`src/rtl/alu_op_sequencer.sv`:
```
// alu_op_sequencer: sequences ADD/AND/XOR/SRA (1 pass) and SUB/OR (3 passes) over an external ALU; in_* request, out_* result, alu_* ALU port
module alu_op_sequencer #(
  parameter int XLEN = 32
) (
  input  logic            clk,
  input  logic            rst,
  input  logic            in_valid,
  output logic            in_ready,
  input  logic [2:0]      op,
  input  logic [XLEN-1:0] src_a,
  input  logic [XLEN-1:0] src_b,
  output logic            out_valid,
  input  logic            out_ready,
  output logic [XLEN-1:0] out_result,
  output logic            out_zero,
  output logic            out_err,
  output logic [XLEN-1:0] alu_a,
  output logic [XLEN-1:0] alu_b,
  output logic [3:0]      alu_ctrl,
  input  logic [XLEN-1:0] alu_result,
  input  logic            alu_zero
);
  typedef enum logic [2:0] {IDLE, PASS1, PASS2, PASS3, DONE} state_t;
  state_t state, state_n;
  logic [2:0] op_r;
  logic [XLEN-1:0] a_r, b_r, t, u;
  logic sub, multi, illegal;
  assign sub = op_r == 3'd4;
  assign multi = sub || op_r == 3'd5;
  assign illegal = op_r[2] & op_r[1];
  assign in_ready = state == IDLE;
  assign out_valid = state == DONE;
  always_comb begin
    state_n = state;
    alu_a = '0;
    alu_b = '0;
    alu_ctrl = '0;
    case (state)
      IDLE: state_n = in_valid ? PASS1 : IDLE;
      PASS1: begin
        state_n = multi ? PASS2 : DONE;
        if (!illegal) begin
          alu_a = sub ? b_r : a_r;
          alu_b = sub ? {XLEN{1'b1}} : b_r;
          alu_ctrl = multi ? 4'd2 : {2'b00, op_r[1:0]};
        end
      end
      PASS2: begin
        state_n = PASS3;
        alu_a = a_r;
        alu_b = sub ? t : b_r;
        alu_ctrl = sub ? 4'd0 : 4'd1;
      end
      PASS3: begin
        state_n = DONE;
        alu_a = t;
        alu_b = sub ? XLEN'(1) : u;
      end
      DONE: state_n = out_ready ? IDLE : DONE;
      default: state_n = IDLE;
    endcase
  end
  always_ff @(posedge clk) begin
    if (rst) begin
      state <= IDLE;
      op_r <= '0;
      a_r <= '0;
      b_r <= '0;
      t <= '0;
      u <= '0;
      out_result <= '0;
      out_zero <= 1'b0;
      out_err <= 1'b0;
    end else begin
      state <= state_n;
      case (state)
        IDLE: if (in_valid) begin
          op_r <= op;
          a_r <= src_a;
          b_r <= src_b;
        end
        PASS1: if (illegal) begin
          out_result <= '0;
          out_zero <= 1'b1;
          out_err <= 1'b1;
        end else if (multi) t <= alu_result;
        else begin
          out_result <= alu_result;
          out_zero <= alu_zero;
        end
        PASS2: if (sub) t <= alu_result; else u <= alu_result;
        PASS3: begin
          out_result <= alu_result;
          out_zero <= alu_zero;
        end
        DONE: if (out_ready) begin
          out_result <= '0;
          out_zero <= 1'b0;
          out_err <= 1'b0;
        end
        default: ;
      endcase
    end
  end
endmodule

```
`config.mk`:
```
export PLATFORM = sky130hd
export DESIGN_NAME = alu_op_sequencer
export DESIGN_NICKNAME = d
export VERILOG_FILES = /design/src/rtl/alu_op_sequencer.sv
export SDC_FILE = /design/constraint.sdc
export NUM_CORES = 1
export LEC_CHECK = 0
export CORE_ASPECT_RATIO = 2
export CORE_UTILIZATION = 39
export CTS_CLUSTER_DIAMETER = 200
export DETAILED_ROUTE_END_ITERATION = 10
export GPL_TIMING_DRIVEN = 0
export PLACE_DENSITY = 0.7
export SKIP_LAST_GASP = 1
export SYNTH_ARGS = -nofsm -noshare
export SYNTH_HDL_FRONTEND = slang
export SYNTH_SLANG_ARGS = --single-unit
```
`constraint.sdc`:
```
create_clock -name clk -period 3.25 [get_ports clk]
set_input_delay 0.325 -clock clk [delete_from_list [all_inputs] [get_ports clk]]
set_output_delay 0.325 -clock clk [all_outputs]
set_load 0.1 [all_outputs]
```
==> results of run 1 <==
-- what timing repair did --
item | CTS | global route
gates cloned | 0 | 0
setup endpoints to repair | 65 | 58
buffers inserted | 0 | 0
resized for setup | 246 | 96
-- sequential cells by signal, summed over array words and instances, names as in the netlist --
signal	count
a_r	32
b_r	32
out_result	32
t	32
u	32
op_r	3
state	3
out_err	1
out_zero	1
-- cell type report --
type | instances | area, µm² | area share [%]
Clock buffer | 20 | 446.7 | 4.240
Clock inverter | 12 | 140.1 | 1.330
Inverter | 2 | 7.507 | 0.07126
Buffer | 91 | 436.7 | 4.145
Tap cell | 259 | 324.1 | 3.076
Multi-Input combinational cell | 700 | 4033 | 38.28
Timing Repair Buffer | 205 | 1784 | 16.94
Sequential cell | 168 | 3363 | 31.92
-- metrics by stage --
step | cells | instance area (µm²) | hold WS [ns] | power [mW] | util (%)
after floorplan | 961 | 7833 | 0.4332 | 2.921 | -
after global placement | 1425 | 10210 | 0.4418 | 3.305 | 52.95
after detailed placement | 1425 | 10210 | 0.4487 | 3.314 | 52.95
after CTS | 1457 | 10730 | 0.4315 | 5.326 | 55.65
after global routing | 1457 | 10540 | 0.4455 | 5.487 | 54.65
final | 1457 | 10540 | 0.4351 | 5.322 | 54.65
-- placed cells by master (no fill, tap or decap), types with 15 or more instances in the layout --
master	instances
a22o_1	32
a21oi_1	136
a221oi_2	30
clkbuf_1	40
o211ai_1	32
nand2_1	329
clkdlybuf4s50_1	140
dfxtp_1	168
o22ai_1	32
mux2i_1	64
clkbuf_16	17
clkbuf_4	15
buf_2	76
-- cell families (layout without fill, tap and decap cells) --
| group | Yosys count | after routing |
|---|---|---|
| muxes | 64 | 64 |
| DFF | 168 | 168 |
| and+or+nand+nor | 356 | 356 |
| AOI/OAI and AO/OA | 277 | 277 |
| other | 1 | 2 |
| buffers and inverters | 93 | 330 |
| xor gates and xnor gates | 1 | 1 |
-- power by group through the flow --
stage	registers [mW]	logic [mW]	clock network, mW
3_3_place_gp	2.27	1.04	0
6_report	2.23	1.04	2.06
5_1_grt	2.24	1.09	2.16
2_1_floorplan	2.41	0.513	0
3_5_place_dp	2.27	1.04	0
4_1_cts	2.23	1.04	2.06
-- path summary, 6_finish.rpt --
check,end,slack (ns),cells after the start
worst max-delay path,alu_a[16],0.03,7
worst min-delay path,a_r[27],0.44,3
worst max register to register,out_result[24],1.03,5
worst min register to register,u[31],0.46,2
-- critical path, stage by stage, from the launching register on --
cell	delay (ns)
dfxtp_1	0.36
nand2b_1	0.16
buf_2	0.18
or3_1	0.35
clkbuf_1	0.18
clkbuf_1	0.36
o22ai_1	0.37
buf_2	0.49
-- metal layers --
metal	routed length (µm)	vias up
li1	-	3791
met1	10540	3817
met2	15280	318
met3	1434	102
met4	1902	0
met5	0	-
==> impl_metrics.csv, run 1 <==
group,metric,value,unit
run_status,run_status,"complete, no violations",
drt,drtPass1Iterations,5,
drt,drt_iter0_drc,347,
place,detailed_place_hpwl,22010,µm
global_route,gr-usage-all-layers,29.08,%
synth,largest_family_of_logic_cells_by_synthesized_area,"compound AO/OA/AOI/OAI gates",
floorplanning,die_width,101.0,µm
global_route,grt_pass1_vias,7949,
hold_path,worst_hold_path_type,"in2reg",
timing,finalSetupViolations,0,
synth,yosysMostFrequentCell,"nand2_1",
synth,postSynth.topFlopCell,"dfxtp_1",
synth,synthDominantCellAreaShare,44.02,%
cts,tritoncts,"yes",
timing,setup_total_negative_slack,0,ns
global_route,antenna_found_initial,0,
timing,worst-slew-pin-transition,1.063,ns
pwr,power_density,505.2,nW/µm²
place,preCtsSetupSlack,-0.3928,ns
synth,synth_edf_count,0,
timing,postLayoutSetupSlackWorst,0.02981,ns
floorplanning,initial_utilization,39.64,%
timing,skew,0.01152,ns
synth,postSynthCellCount,960,
synth,ys_top_cells_by_count,"nand2_1 (329), dfxtp_1 (168), a21oi_1 (136)",
drt,vias,8028,
cts,numClockSinks,168,
floorplanning,design.core.area,19280,µm²
synth,seq_area_frac_synth,44.02,%
pwr,comb_power_share,19.5,%
place,numPortBuffers,205,
synth,post_synthesis_mean_instance_area,7.959,µm²
hold_path,worstHoldStart,"src_a[27]",
floorplanning,std_cell_rows,72,
timing,layout_min_cycle_time,3.220,ns
global_route,grt_use_met3,3.865,%
floorplanning,floorplan.die_area,20190,µm²
global_route,grt_busiest_layer,"met2",
setup_path,cp-end-kind,"output port",
synth,synth_xor_area_share,0.1146,%
synth,mappedNetlistArea,7641,µm²
synth,muxShareOfSynthArea,8.384,%
setup_path,startpoint_type,"flop",
floorplanning,pin_count,208,
pwr,share_seq_of_total_power,41.8,%
drt,drt_wl_total,29150,µm
synth,synth_simple_gate_area_share,18.55,%
global_route,met1_grt_util,30.12,%
setup_path,timing.critical_path.from,"state[1]",
final_layout,diodes,0,
global_route,grt_util_met2,52.56,%
flow_run,max-cap-violations,0,
setup_path,critical_path_class,"reg2out",
cts,clock-root-buffer,"clkbuf_16",
drt,wire_per_inst,20.01,µm
pwr,leakage_power_summed_over_all_cells,3.599,nW
final_layout,design.final.nets,1289,
synth,synth_fa_ha_area_share,0,%
drt,antenna_left,0,
synth,share_of_synthesized_registers_carrying_an_async_set_or_reset,0,%
global_route,global_route_wire_length_before_repair,43500,µm
cts,cts.clk_slew.worst_paths,0.07,ns
pwr,p_sw,1.683,mW
place,gp_routability_congestion,0.9356,
pwr,pwr-share-clk,38.7,%
synth,synth_compound_gate_area_share,23.17,%
timing,maxSlewViolCount,0,
pwr,power_switching_share,31.62,%
timing,min_period_over_period,99.08,%
cts,postCtsHoldBufs,0,
synth,synth.ff_latch_count,168,
setup_path,timing.critical_path.required,2.92,ns
cts,clock_path_buffers,2,
timing,hold_viol,0,
drt,drcViolationCount,0,
drt,detail_route.vias_per_cell,5.510,
setup_path,startpoint_of_the_most_critical_register_to_register_path,"state[0]",
pwr,power.internal,3.639,mW
timing,grt_setup_unrepaired,"true",
pwr,vdd.ir_drop.worst,0.0003088,V
synth,synth_top_cells_by_area,"dfxtp_1 (44%), nand2_1 (16%), a21oi_1 (8.9%), mux2i_1 (8.4%), a22o_1 (3.7%)",
global_route,gr-total-overflow,0,
cts,cts_htree_levels,4,
setup_path,timing.critical_path.fanout_max,10,
timing,max_slew_margin,28.92,%
floorplanning,die-height,200.0,µm
final_layout,fraction_of_final_layout_cells_sized_beyond_drive_strength_1,14.77,%
cts,clock_latency_on_the_worst_skew_pair,0.44,ns
final_layout,p_r_area_growth_vs_syn,37.87,%
synth,synthDistinctLibCells,34,
final_layout,fillers,1912,
timing,achievable-frequency,0.3105,GHz
synth,synth-warning-count,0,
synth,synth.largest_area_cell,"dfxtp_1",
setup_path,cp_data_arrival_time,2.90,ns
cts,cts_inserted_buffers,17,
global_route,pin_count_of_the_biggest_net_entering_global_routing,17,
Power figures use the tool's default switching activity.
==> run 2: changes to the inputs <==
--- a/config.mk
+++ b/config.mk
@@ -5,12 +5,15 @@
 export SDC_FILE = /design/constraint.sdc
 export NUM_CORES = 1
 export LEC_CHECK = 0
+export CELL_PAD_IN_SITES_DETAIL_PLACEMENT = 0
+export CELL_PAD_IN_SITES_GLOBAL_PLACEMENT = 1
 export CORE_ASPECT_RATIO = 2
 export CORE_UTILIZATION = 39
 export CTS_CLUSTER_DIAMETER = 200
 export DETAILED_ROUTE_END_ITERATION = 10
+export DONT_BUFFER_PORTS = 1
 export GPL_TIMING_DRIVEN = 0
-export PLACE_DENSITY = 0.7
+export PLACE_DENSITY = 0.72
 export SKIP_LAST_GASP = 1
 export SYNTH_ARGS = -nofsm -noshare
 export SYNTH_HDL_FRONTEND = slang
==> run 2 against run 1 <==
Against the previous run: register-to-register slack about the same; clock skew shrank 0.00082 ns; combinational power shrank 15%.
==> impl_metrics.csv, run 2 (synthesis results as in run 1) <==
group,metric,value,unit
run_status,run_status,"complete, no violations",
setup_path,critical_path_class,"reg2out",
cts,clock_latency_on_the_worst_skew_pair,0.46,ns
timing,achievable-frequency,0.3164,GHz
timing,max_slew_margin,24.05,%
setup_path,timing.critical_path.from,"state[0]",
setup_path,worstPathCellList,"buf_2 > buf_1 > mux2i_1 > o22ai_4",
final_layout,mostFrequentLayoutCell,"nand2_1",
pwr,totalPowerFinal,5.275,mW
floorplanning,std_cell_rows,72,
cts,cts.clk_slew.worst_paths,0.07,ns
setup_path,startpoint_of_the_most_critical_register_to_register_path,"state[2]",
place,detailed_place_hpwl,21900,µm
setup_path,timing.critical_path.slowest_stage_cell,"buf_1",
final_layout,diodes,0,
global_route,grt_pass1_vias,7486,
drt,drt_wl_total,29140,µm
drt,drtPass1Iterations,7,
floorplanning,pin_count,208,
pwr,leakage_power_summed_over_all_cells,3.209,nW
hold_path,worstHoldStart,"alu_result[4]",
final_layout,final_cells,1328,
place,gp_routability_congestion,0.8820,
drt,antenna_left,0,
final_layout,fillers,1920,
place,placed_cells_incl_taps,1224,
timing,maxSlewViolCount,0,
drt,drcViolationCount,0,
final_layout,p_r_area_growth_vs_syn,36.99,%
pwr,vdd.ir_drop.worst,0.0003561,V
setup_path,cp_data_arrival_time,2.84,ns
drt,drt_iter0_drc,233,
floorplanning,floorplan.die_area,20190,µm²
final_layout,final_cell_mix,"nand2_1 (329), dfxtp_1 (165), a21oi_1 (136), dlygate4sd3_1 (71), mux2i_1 (64)",
setup_path,timing.critical_path.required,2.92,ns
drt,vias,7377,
cts,tritoncts,"yes",
timing,grt_setup_unrepaired,"false",
floorplanning,initial_utilization,39.64,%
global_route,gr-total-overflow,0,
final_layout,postLayoutCoreUtil,54.30,%
hold_path,worst_hold_path_type,"in2reg",
timing,worst-slew-pin-transition,1.142,ns
place,numPortBuffers,0,
cts,cts_inserted_buffers,17,
floorplanning,die-height,200.0,µm
drt,wire_per_inst,21.94,µm
timing,min_period_over_period,97.24,%
final_layout,fraction_of_final_layout_cells_sized_beyond_drive_strength_1,16.37,%
cts,cts_htree_levels,4,
setup_path,critical-path-max-stage-delay,0.76,ns
cts,numClockSinks,168,
cts,clock-root-buffer,"clkbuf_16",
global_route,gr-usage-all-layers,29.66,%
pwr,power_density,503.9,nW/µm²
floorplanning,design.core.area,19280,µm²
timing,hold_viol,0,
floorplanning,die_width,101.0,µm
flow_run,max-cap-violations,0,
timing,finalSetupViolations,0,
global_route,pin_count_of_the_biggest_net_entering_global_routing,17,
final_layout,design.final.nets,1160,
global_route,antenna_found_initial,0,
setup_path,startpoint_type,"flop",
cts,clock_path_buffers,2,
global_route,global_route_wire_length_before_repair,43380,µm
timing,layout_min_cycle_time,3.160,ns
setup_path,cp-end-kind,"output port",
drt,detail_route.vias_per_cell,5.555,
setup_path,timing.critical_path.fanout_max,10,
timing,skew,0.01070,ns
[run 2: layout make-up]
type	count	area, µm²	area share (%)
plain buffers	90	519.2	4.961
clock buffers	19	442.9	4.231
clock inverters	13	121.4	1.159
inverters	2	7.507	0.07172
multi-input cells	700	4873	46.56
flip-flops and latches	168	3367	32.17
well taps	259	324.1	3.096
repair buffers	77	812.0	7.758
[run 2: worst paths after layout]
kind | end | slack [ns] | depth (start not counted)
worst max-delay path | alu_a[12] | 0.09 | 4
worst max register to register | a_r[13] | 1.04 | 6
worst min-delay path | u[4] | 0.009 | 2
worst min register to register | u[21] | 0.46 | 2
[run 2: worst max-delay path, delay by kind of cell (launching register included)]
family | cells | cell delay (ns)
buffers and inverters | 2 | 1.05
AOI/OAI and AO/OA | 1 | 0.63
muxes | 1 | 0.28
DFF | 1 | 0.41
[run 2: repair_timing]
action	in CTS	in global routing
endpoints found under the setup margin	62	40
endpoints found under the hold margin	125	0
gates resized for setup	73	21
hold buffers	71	0
setup buffers	1	1
pin swaps	30	9
[run 2: routing by layer]
metal / vias to the layer above / global-route usage, % / part of all wire (%)
met4: 0 / 17.50 / 5.0
met5: - / 0 / 0
met1: 3529 / 29.42 / 35
met3: 71 / 6.929 / 5.2
li1: 3543 / - / -
met2: 234 / 55.20 / 55
[run 2: metrics by stage]
stage / hold slack, ns / setup TNS, ns / cell area, µm² / setup WS (ns)
after floorplan: 0.4332 / -14.36 / 7833 / -0.5976
after global placement: 0.4413 / -77.61 / 8157 / -1.323
after detailed placement: 0.4465 / 0 / 8818 / 0.03977
after CTS: 0.001067 / -0.1539 / 10430 / -0.04458
after global routing: 0.004976 / 0 / 10470 / 0.004113
final: 0.008623 / 0 / 10470 / 0.08959
[run 2: report_power, final]
part,total (mW),switching [mW],internal (mW)
sequential,2.39,0.244,2.15
clock,2.00,0.918,1.08
combinational,0.884,0.604,0.280
